**config.mk**
```make
export PLATFORM = sky130hd
export DESIGN_NAME = trapseq
export DESIGN_NICKNAME = d
export VERILOG_FILES = /design/src/rtl/trapseq_pkg.sv /design/src/rtl/trapseq_trapvec.sv /design/src/rtl/trapseq.sv
export SDC_FILE = /design/constraint.sdc
export NUM_CORES = 1
export LEC_CHECK = 0
export ABC_AREA = 0
export BUFFER_PORTS_ARGS = -buffer_cell sky130_fd_sc_hd__buf_2
export CAP_MARGIN = 10
export CORE_MARGIN = 2
export CORE_UTILIZATION = 40
export DETAILED_ROUTE_END_ITERATION = 10
export PLACE_DENSITY = 0.72
export SKIP_CTS_REPAIR_TIMING = 1
export SLEW_MARGIN = 20
export SYNTH_ARGS = -nofsm -noshare
export SYNTH_HDL_FRONTEND = slang
export SYNTH_HIERARCHICAL = 1
export SYNTH_SLANG_ARGS = --single-unit
```
**constraint.sdc**
```tcl
create_clock -name clk -period 5.25 [get_ports clk]
set_input_delay 0.2625 -clock clk [delete_from_list [all_inputs] [get_ports clk]]
set_output_delay 0.2625 -clock clk [all_outputs]
set_load 0.02 [all_outputs]
```
**src/rtl/trapseq_pkg.sv**
```systemverilog
// Shared configuration type, CSR addresses and mstatus bit positions for the trap sequencer.
package trapseq_pkg;

  typedef struct packed {
    int unsigned XLEN;
    bit          S_SUPPORTED;
    logic [1:0]  U_MODE;
    logic [1:0]  S_MODE;
    logic [1:0]  M_MODE;
  } cvw_t;

  localparam cvw_t DefaultCfg = '{
    XLEN: 32, S_SUPPORTED: 1'b1, U_MODE: 2'b00, S_MODE: 2'b01, M_MODE: 2'b11
  };

  localparam logic [11:0] CsrMstatus = 12'h300;
  localparam logic [11:0] CsrMepc    = 12'h341;
  localparam logic [11:0] CsrMcause  = 12'h342;
  localparam logic [11:0] CsrMtval   = 12'h343;
  localparam logic [11:0] CsrSepc    = 12'h141;
  localparam logic [11:0] CsrScause  = 12'h142;
  localparam logic [11:0] CsrStval   = 12'h143;

  localparam int unsigned StatusSie   = 1;
  localparam int unsigned StatusMie   = 3;
  localparam int unsigned StatusSpie  = 5;
  localparam int unsigned StatusMpie  = 7;
  localparam int unsigned StatusSpp   = 8;
  localparam int unsigned StatusMppLo = 11;
  localparam int unsigned StatusMppHi = 12;

endpackage

```
**src/rtl/trapseq_trapvec.sv**
```systemverilog
// Combinational redirect target and next privilege for trap entry or trap return.
module trapvec
  import trapseq_pkg::*;
#(
  parameter cvw_t P = DefaultCfg
) (
  input  logic              trap,
  input  logic              interrupt,
  input  logic              deleg,
  input  logic [3:0]        cause,
  input  logic              mret,
  input  logic [1:0]        ret_priv,
  input  logic [P.XLEN-1:0] mtvec,
  input  logic [P.XLEN-1:0] stvec,
  input  logic [P.XLEN-1:0] mepc,
  input  logic [P.XLEN-1:0] sepc,
  output logic [P.XLEN-1:0] target,
  output logic [1:0]        priv
);

  logic [P.XLEN-1:0] tvec;
  logic [P.XLEN-1:0] base;
  logic [P.XLEN-1:0] offset;

  always_comb begin
    tvec        = deleg ? stvec : mtvec;
    base        = {tvec[P.XLEN-1:2], 2'b00};
    offset      = '0;
    offset[5:2] = cause;
    if (trap) begin
      // Vectored mode only applies to interrupts; the add wraps at XLEN.
      target = ((tvec[1:0] == 2'b01) && interrupt) ? base + offset : base;
      priv   = deleg ? P.S_MODE : P.M_MODE;
    end else begin
      target = mret ? mepc : sepc;
      priv   = ret_priv;
    end
  end

endmodule

```
**src/rtl/trapseq.sv**
```systemverilog
// Trap entry / return sequencer: serializes CSR writes over one port, then redirects the PC.
module trapseq
  import trapseq_pkg::*;
#(
  parameter cvw_t P = DefaultCfg
) (
  input  logic              clk,
  input  logic              reset_n,
  input  logic              TrapM,
  input  logic              RetM,
  input  logic              mretM,
  input  logic              sretM,
  input  logic              InterruptM,
  input  logic              DelegateM,
  input  logic [3:0]        CauseM,
  input  logic [P.XLEN-1:0] PCM,
  input  logic [P.XLEN-1:0] TvalM,
  input  logic [1:0]        PrivilegeModeW,
  input  logic [P.XLEN-1:0] STATUS_REGW,
  input  logic [P.XLEN-1:0] MTVEC_REGW,
  input  logic [P.XLEN-1:0] STVEC_REGW,
  input  logic [P.XLEN-1:0] MEPC_REGW,
  input  logic [P.XLEN-1:0] SEPC_REGW,
  output logic              CSRSeqValid,
  input  logic              CSRSeqReady,
  output logic [11:0]       CSRSeqAdr,
  output logic [P.XLEN-1:0] CSRSeqData,
  output logic              SeqStallM,
  output logic              RedirectValid,
  output logic [P.XLEN-1:0] RedirectPC,
  output logic [1:0]        PrivilegeModeNext
);

  typedef enum logic [2:0] {
    StIdle, StWrEpc, StWrCause, StWrTval, StWrStatus, StRetStatus, StRedirect
  } state_e;

  state_e            state_q, state_d;
  logic [3:0]        cause_q;
  logic              intr_q, deleg_q, mret_q, trap_q;
  logic [P.XLEN-1:0] pc_q, tval_q;
  logic [1:0]        priv_q, ret_priv_q, ret_priv_new;
  logic [P.XLEN-1:0] status_trap, status_ret;
  logic [P.XLEN-1:0] target;
  logic [1:0]        priv_next;

  assign ret_priv_new = mret_q ? STATUS_REGW[StatusMppHi:StatusMppLo]
                               : {1'b0, STATUS_REGW[StatusSpp]};

  always_ff @(posedge clk or negedge reset_n) begin
    if (!reset_n) begin
      state_q    <= StIdle;
      cause_q    <= '0;
      intr_q     <= 1'b0;
      deleg_q    <= 1'b0;
      mret_q     <= 1'b0;
      trap_q     <= 1'b0;
      pc_q       <= '0;
      tval_q     <= '0;
      priv_q     <= '0;
      ret_priv_q <= '0;
    end else begin
      state_q <= state_d;
      if (state_q == StIdle && TrapM) begin
        cause_q <= CauseM;
        intr_q  <= InterruptM;
        deleg_q <= DelegateM & P.S_SUPPORTED;
        pc_q    <= PCM;
        tval_q  <= TvalM;
        priv_q  <= PrivilegeModeW;
        trap_q  <= 1'b1;
      end else if (state_q == StIdle && RetM) begin
        mret_q  <= mretM | ~sretM;
        deleg_q <= 1'b0;
        trap_q  <= 1'b0;
      end
      // mstatus changes once the write lands, so keep the pre-write privilege.
      if (state_q == StRetStatus && CSRSeqReady) ret_priv_q <= ret_priv_new;
    end
  end

  always_comb begin
    status_trap = STATUS_REGW;
    if (deleg_q) begin
      status_trap[StatusSpie] = STATUS_REGW[StatusSie];
      status_trap[StatusSie]  = 1'b0;
      status_trap[StatusSpp]  = priv_q[0];
    end else begin
      status_trap[StatusMpie]              = STATUS_REGW[StatusMie];
      status_trap[StatusMie]               = 1'b0;
      status_trap[StatusMppHi:StatusMppLo] = priv_q;
    end
    status_ret = STATUS_REGW;
    if (mret_q) begin
      status_ret[StatusMie]               = STATUS_REGW[StatusMpie];
      status_ret[StatusMpie]              = 1'b1;
      status_ret[StatusMppHi:StatusMppLo] = P.U_MODE;
    end else begin
      status_ret[StatusSie]  = STATUS_REGW[StatusSpie];
      status_ret[StatusSpie] = 1'b1;
      status_ret[StatusSpp]  = 1'b0;
    end
  end

  trapvec #(.P(P)) u_trapvec (
    .trap      (trap_q),
    .interrupt (intr_q),
    .deleg     (deleg_q),
    .cause     (cause_q),
    .mret      (mret_q),
    .ret_priv  (ret_priv_q),
    .mtvec     (MTVEC_REGW),
    .stvec     (STVEC_REGW),
    .mepc      (MEPC_REGW),
    .sepc      (SEPC_REGW),
    .target    (target),
    .priv      (priv_next)
  );

  always_comb begin
    state_d           = state_q;
    CSRSeqValid       = 1'b0;
    CSRSeqAdr         = '0;
    CSRSeqData        = '0;
    SeqStallM         = 1'b0;
    RedirectValid     = 1'b0;
    RedirectPC        = '0;
    PrivilegeModeNext = '0;
    unique case (state_q)
      StIdle: begin
        if (TrapM) begin
          SeqStallM = 1'b1;
          state_d   = StWrEpc;
        end else if (RetM) begin
          SeqStallM = 1'b1;
          state_d   = StRetStatus;
        end
      end
      StWrEpc: begin
        CSRSeqValid = 1'b1;
        SeqStallM   = 1'b1;
        CSRSeqAdr   = deleg_q ? CsrSepc : CsrMepc;
        CSRSeqData  = {pc_q[P.XLEN-1:1], 1'b0};
        if (CSRSeqReady) state_d = StWrCause;
      end
      StWrCause: begin
        CSRSeqValid              = 1'b1;
        SeqStallM                = 1'b1;
        CSRSeqAdr                = deleg_q ? CsrScause : CsrMcause;
        CSRSeqData[P.XLEN-1]     = intr_q;
        CSRSeqData[3:0]          = cause_q;
        if (CSRSeqReady) state_d = StWrTval;
      end
      StWrTval: begin
        CSRSeqValid = 1'b1;
        SeqStallM   = 1'b1;
        CSRSeqAdr   = deleg_q ? CsrStval : CsrMtval;
        CSRSeqData  = tval_q;
        if (CSRSeqReady) state_d = StWrStatus;
      end
      StWrStatus: begin
        CSRSeqValid = 1'b1;
        SeqStallM   = 1'b1;
        CSRSeqAdr   = CsrMstatus;
        CSRSeqData  = status_trap;
        if (CSRSeqReady) state_d = StRedirect;
      end
      StRetStatus: begin
        CSRSeqValid = 1'b1;
        SeqStallM   = 1'b1;
        CSRSeqAdr   = CsrMstatus;
        CSRSeqData  = status_ret;
        if (CSRSeqReady) state_d = StRedirect;
      end
      StRedirect: begin
        SeqStallM         = 1'b1;
        RedirectValid     = 1'b1;
        RedirectPC        = target;
        PrivilegeModeNext = priv_next;
        state_d           = StIdle;
      end
      default: state_d = StIdle;
    endcase
  end

endmodule

```
# After elaboration in Yosys (flattened, before gate mapping)
# Cells that the tools add are included.
# W data, S select, Z words.
# totals
reg_bits,79
latch_bits,0
ramBits,0
rom_bits,0
input_bits,239
out_inout_bits,81
wordCells,80
n_memories,0
# op_classes
addsub,1
multipliers,0
n_div,0
order_cmp,0
n_eq_ne,12
shift,0
mux,43
bitwise,3
n_reduce_logical,11
# ops
op,n
$mux W32,5
$pmux W27 S4,1
$pmux W10 S4,1
$add A32 B6 Y32,1
$mux W10,3
$pmux W4 S5,1
$mux W3,6
$mux W1,17
$pmux W3 S5,1
$mux W2,6
$eq A3 B3 Y1 const B,3
$eq A3 B2 Y1 const B,2
$ne A2 B2 Y1 const B,3
$reduce_or A6 Y1,1
$reduce_and A5 Y1,1
$reduce_or A5 Y1,1
$logic_and A1 B1 Y1,4
$pmux W1 S4,1
$eq A3 B1 Y1 const B,1
$logic_not A3 Y1,1
$ne A3 B3 Y1 const B,1
$eq A2 B1 Y1 const B,1
$ne A2 B1 Y1 const B,1
$not A1 Y1,2
5 further kinds,5

# Longest topological paths before layout
# depth
word_depth,6
ltp_mapped,13
ltp_nobuf,9

# Modules after synthesis
# The synthesis kept the hierarchy.
# by_module_without_submodules
module,instances,cells_per_inst,area_each_um2
trapseq,1,382,4284.1
trapvec,1,278,2068.2

# Least setup slack after synthesis
# OpenSTA, ideal clock, no wires.
# synth_timing
kind,register -> output
startpoint,reg deleg_q
endpoint,out RedirectPC[24]
t_arrival_ps,3254
path_slack_ps,1734
stages_incl_launch_ff,14
n_path_buf,4
cell_sequence,dfrtp_1 buf_6 buf_6 buf_2 mux2_2 ha_1 fa_1 a21o_1 a21oi_1 nand4b_4 buf_2 o21ai_0 a31o_1 and2_1
# synth_between
elab_chain_len,6
# synth_rtl
element,line_no,source
"start, declared",trapseq.sv:40,"logic intr_q, deleg_q, mret_q, trap_q;"
"start signal, assigned",trapseq.sv:67,deleg_q <= DelegateM & P.S_SUPPORTED;
$mux W32 (*),trapseq_trapvec.sv:26,tvec = deleg ? stvec : mtvec;
branches (longest 2 deep; another with $add A32 B6 Y32),-,
$mux W32 (*),trapseq_trapvec.sv:32,target = ((tvec[1:0] == 2'b01) && interrupt) ? base + offset : base;
$mux W32 (*),trapseq_trapvec.sv:30,if (trap) begin
named net target[24],trapseq.sv:44,logic [P.XLEN-1:0] target;
$mux W32 (*),trapseq.sv:129,unique case (state_q)
"end, declared",trapseq.sv:30,"output logic [P.XLEN-1:0] RedirectPC,"
# Mark *: on every way through the listed nets, which the timed path passes.

# Worst setup path after layout
# layout_timing
startpoint,reg deleg_q
endpoint,out RedirectPC[29]
# The elaborated chain is that of the path after synthesis.

==> qor.csv <==
metric;value;unit
totalPowerFinal;0.004318;W
fin_tns_setup;0;ps
ioPinCount;320;
fmax;267.6;MHz
timing_worst_slew_pin_value;973.6;ps
io_buffer_count;311;
final_net_count;1191;
synth_area_leaders;dfrtp_1 (31%), mux2_1 (12%), mux2i_1 (11%);
grt_pass1_wl;29970;um
ys_ff_latch;78;
register_area;1956;um2
syn_inst;660;
worstPathArrival;3480;ps
seq_area_frac_synth;0.3073;
rsz0062_at_grt;no;
ir_drop;0.0002922;V
finalHoldViolations;0;
hpwl;15770;um
path_class;reg -> out;
post_drt_wl_per_cell;17.55;um
hold_path_class;in -> reg;
syn_to_final_growth;30.45;%
p_per_area;521.1;nW/um2
cts.sinks;78;
drive_gt1_frac;0.3914;
insertion_delay;340;ps
reg2reg_depth;3;
cts_inserted_buffers;9;
status;completed;
track_usage;0.2313;
antenna_found_initial;3;
ys.flop_type;dfrtp_1;
r2r-start;state_q[0]$_DFFE_PN0P_;
drc_errors;0;
drt_iter0_markers;237;
grt_overflow;0;
die_w;130.0;um
clkSlewWorstSetupHoldPaths;60;ps
slew_viol_final;0;
num-fill-cells;1492;
wl;20430;um
maxCapViolCount;0;
grt_pass1_vias;5800;
min_to;tval_q[15]$_DFFE_PN0P_;
ys_types;72;
synth_largest_area_cell;dfrtp_1;
setup_viol_count_final;0;
grt_max_degree;79;
skew;7.398;ps
final_cell_mix;buf_2 (310), dfrtp_1 (75), mux2i_1 (72);
yosysTopAreaCellShare;0.3073;
yosysWarnings;6;
dieArea;16910;um2
reg2reg_to;cause_q[1]$_DFFE_PN0P_;
dr.pass1.iters;4;
htreeDepth;3;
worstSetupEndpointType;primary output;
relSlewSlack;0.3509;
min_from;TvalM[15];
vias;6167;
worstHoldPathCells;2;
vias_per_cell;5.298;
ant_nets;0;
final_common_cell;buf_2;
cp-start-kind;flip-flop;
routabilityCongestion;0.8840;
async_flop_share;1.000;
post-route-min-period;3738;ps
n_antenna_cell;0;
path_max_fanout;63;
worstPathRequired;4990;ps
leakagePower;3.991;nW
core;15710;um2
synth.avg_cell_area;9.625;um2
tritoncts;built;
reg2reg_slack;2740;ps
multi_input_area;4078;um2
synth_area;6352;um2
cts_buffer_depth;2;
start_util;0.4043;
rows;46;
die_h;130.0;um
root_buffer;clkbuf_16;
layout_worst_path_cycle_share;0.7119;
synth_edf_count;0;
how the worst max path moves through the flow:
stage	start	end	slack, ps	cells past startpoint
2_1_floorplan	deleg_q$_DFFE_PN0P_	RedirectPC[24]	1730	13
3_3_place_gp	deleg_q$_DFFE_PN0P_	RedirectPC[29]	1900	8
3_5_place_dp	deleg_q$_DFFE_PN0P_	RedirectPC[29]	1880	8
4_1_cts	deleg_q$_DFFE_PN0P_	RedirectPC[29]	1520	8
5_1_grt	deleg_q$_DFFE_PN0P_	RedirectPC[29]	1300	8
6_report	deleg_q$_DFFE_PN0P_	RedirectPC[29]	1510	8
cells in the mapped netlist, types with 17 or more instances:
master,count
mux2_1,69
dfrtp_1,78
o21ai_0,43
mux2_2,17
mux2i_1,72
a211oi_1,18
nor2b_1,17
nor2_1,17
clkbuf_1,19
and2_1,38
a21oi_1,19
nand2_1,59
state kept, by name (all words and copies together) (netlist names):
register and count:
intr_q 1, pc_q 31, mret_q 1, deleg_q 1, state_q 3, ret_priv_q 2
trap_q 1, tval_q 32, priv_q 2, cause_q 4
kinds of logic after synthesis:
family | after synthesis | share of synthesized area
flip-flops | 78 | 0.3073
other | 1 | 0.0005903
multiplexers | 159 | 0.2683
AO/OA/AOI/OAI | 143 | 0.1584
adder cells (fa/ha/maj) | 8 | 0.01694
AND/OR/NAND/NOR | 199 | 0.1787
buffers and inverters | 62 | 0.05614
XOR/XNOR | 10 | 0.01379
layer usage:
layer / global-route usage / wire [um]
met5: 0 / 26
met4: 0.07274 / 345
met3: 0.05658 / 1673
met2: 0.4290 / 10440
met1: 0.2606 / 7939
area by class of cell:
cell class,count,share of cell area
Multi-Input combinational cell,526,0.4921
Sequential cell,78,0.2360
Timing Repair Buffer,320,0.1990
Tap cell,216,0.03261
Clock buffer,12,0.03095
Clock inverter,3,0.005285
Inverter,9,0.004077
power by group:
group	total [W]	internal (W)	switching (W)
Clock	0.000631	0.000391	0.000240
Sequential	0.00112	0.000911	0.000212
Combinational	0.00256	0.00108	0.00148
worst max-delay path, stage by stage (launching register included):
cell and delay, ps:
dfrtp_2 420, buf_4 640, mux2i_1 310, a21oi_4 340
nand4_2 380, or3_1 460, a221oi_1 220, and2_1 170
buf_2 160
through the flow:
step	util	hold WS, ps	area (um2)	setup slack, ps	instances
after floorplan	-	-33.09	6375	1734	666
after global placement	0.5059	464.0	7949	1896	1147
after detailed placement	0.5059	473.6	7949	1879	1147
after CTS	0.5250	122.8	8249	1521	1162
after global routing	0.5274	136.4	8287	1301	1164
final	0.5274	132.4	8287	1512	1164
(Power assumes the default switching activity.)
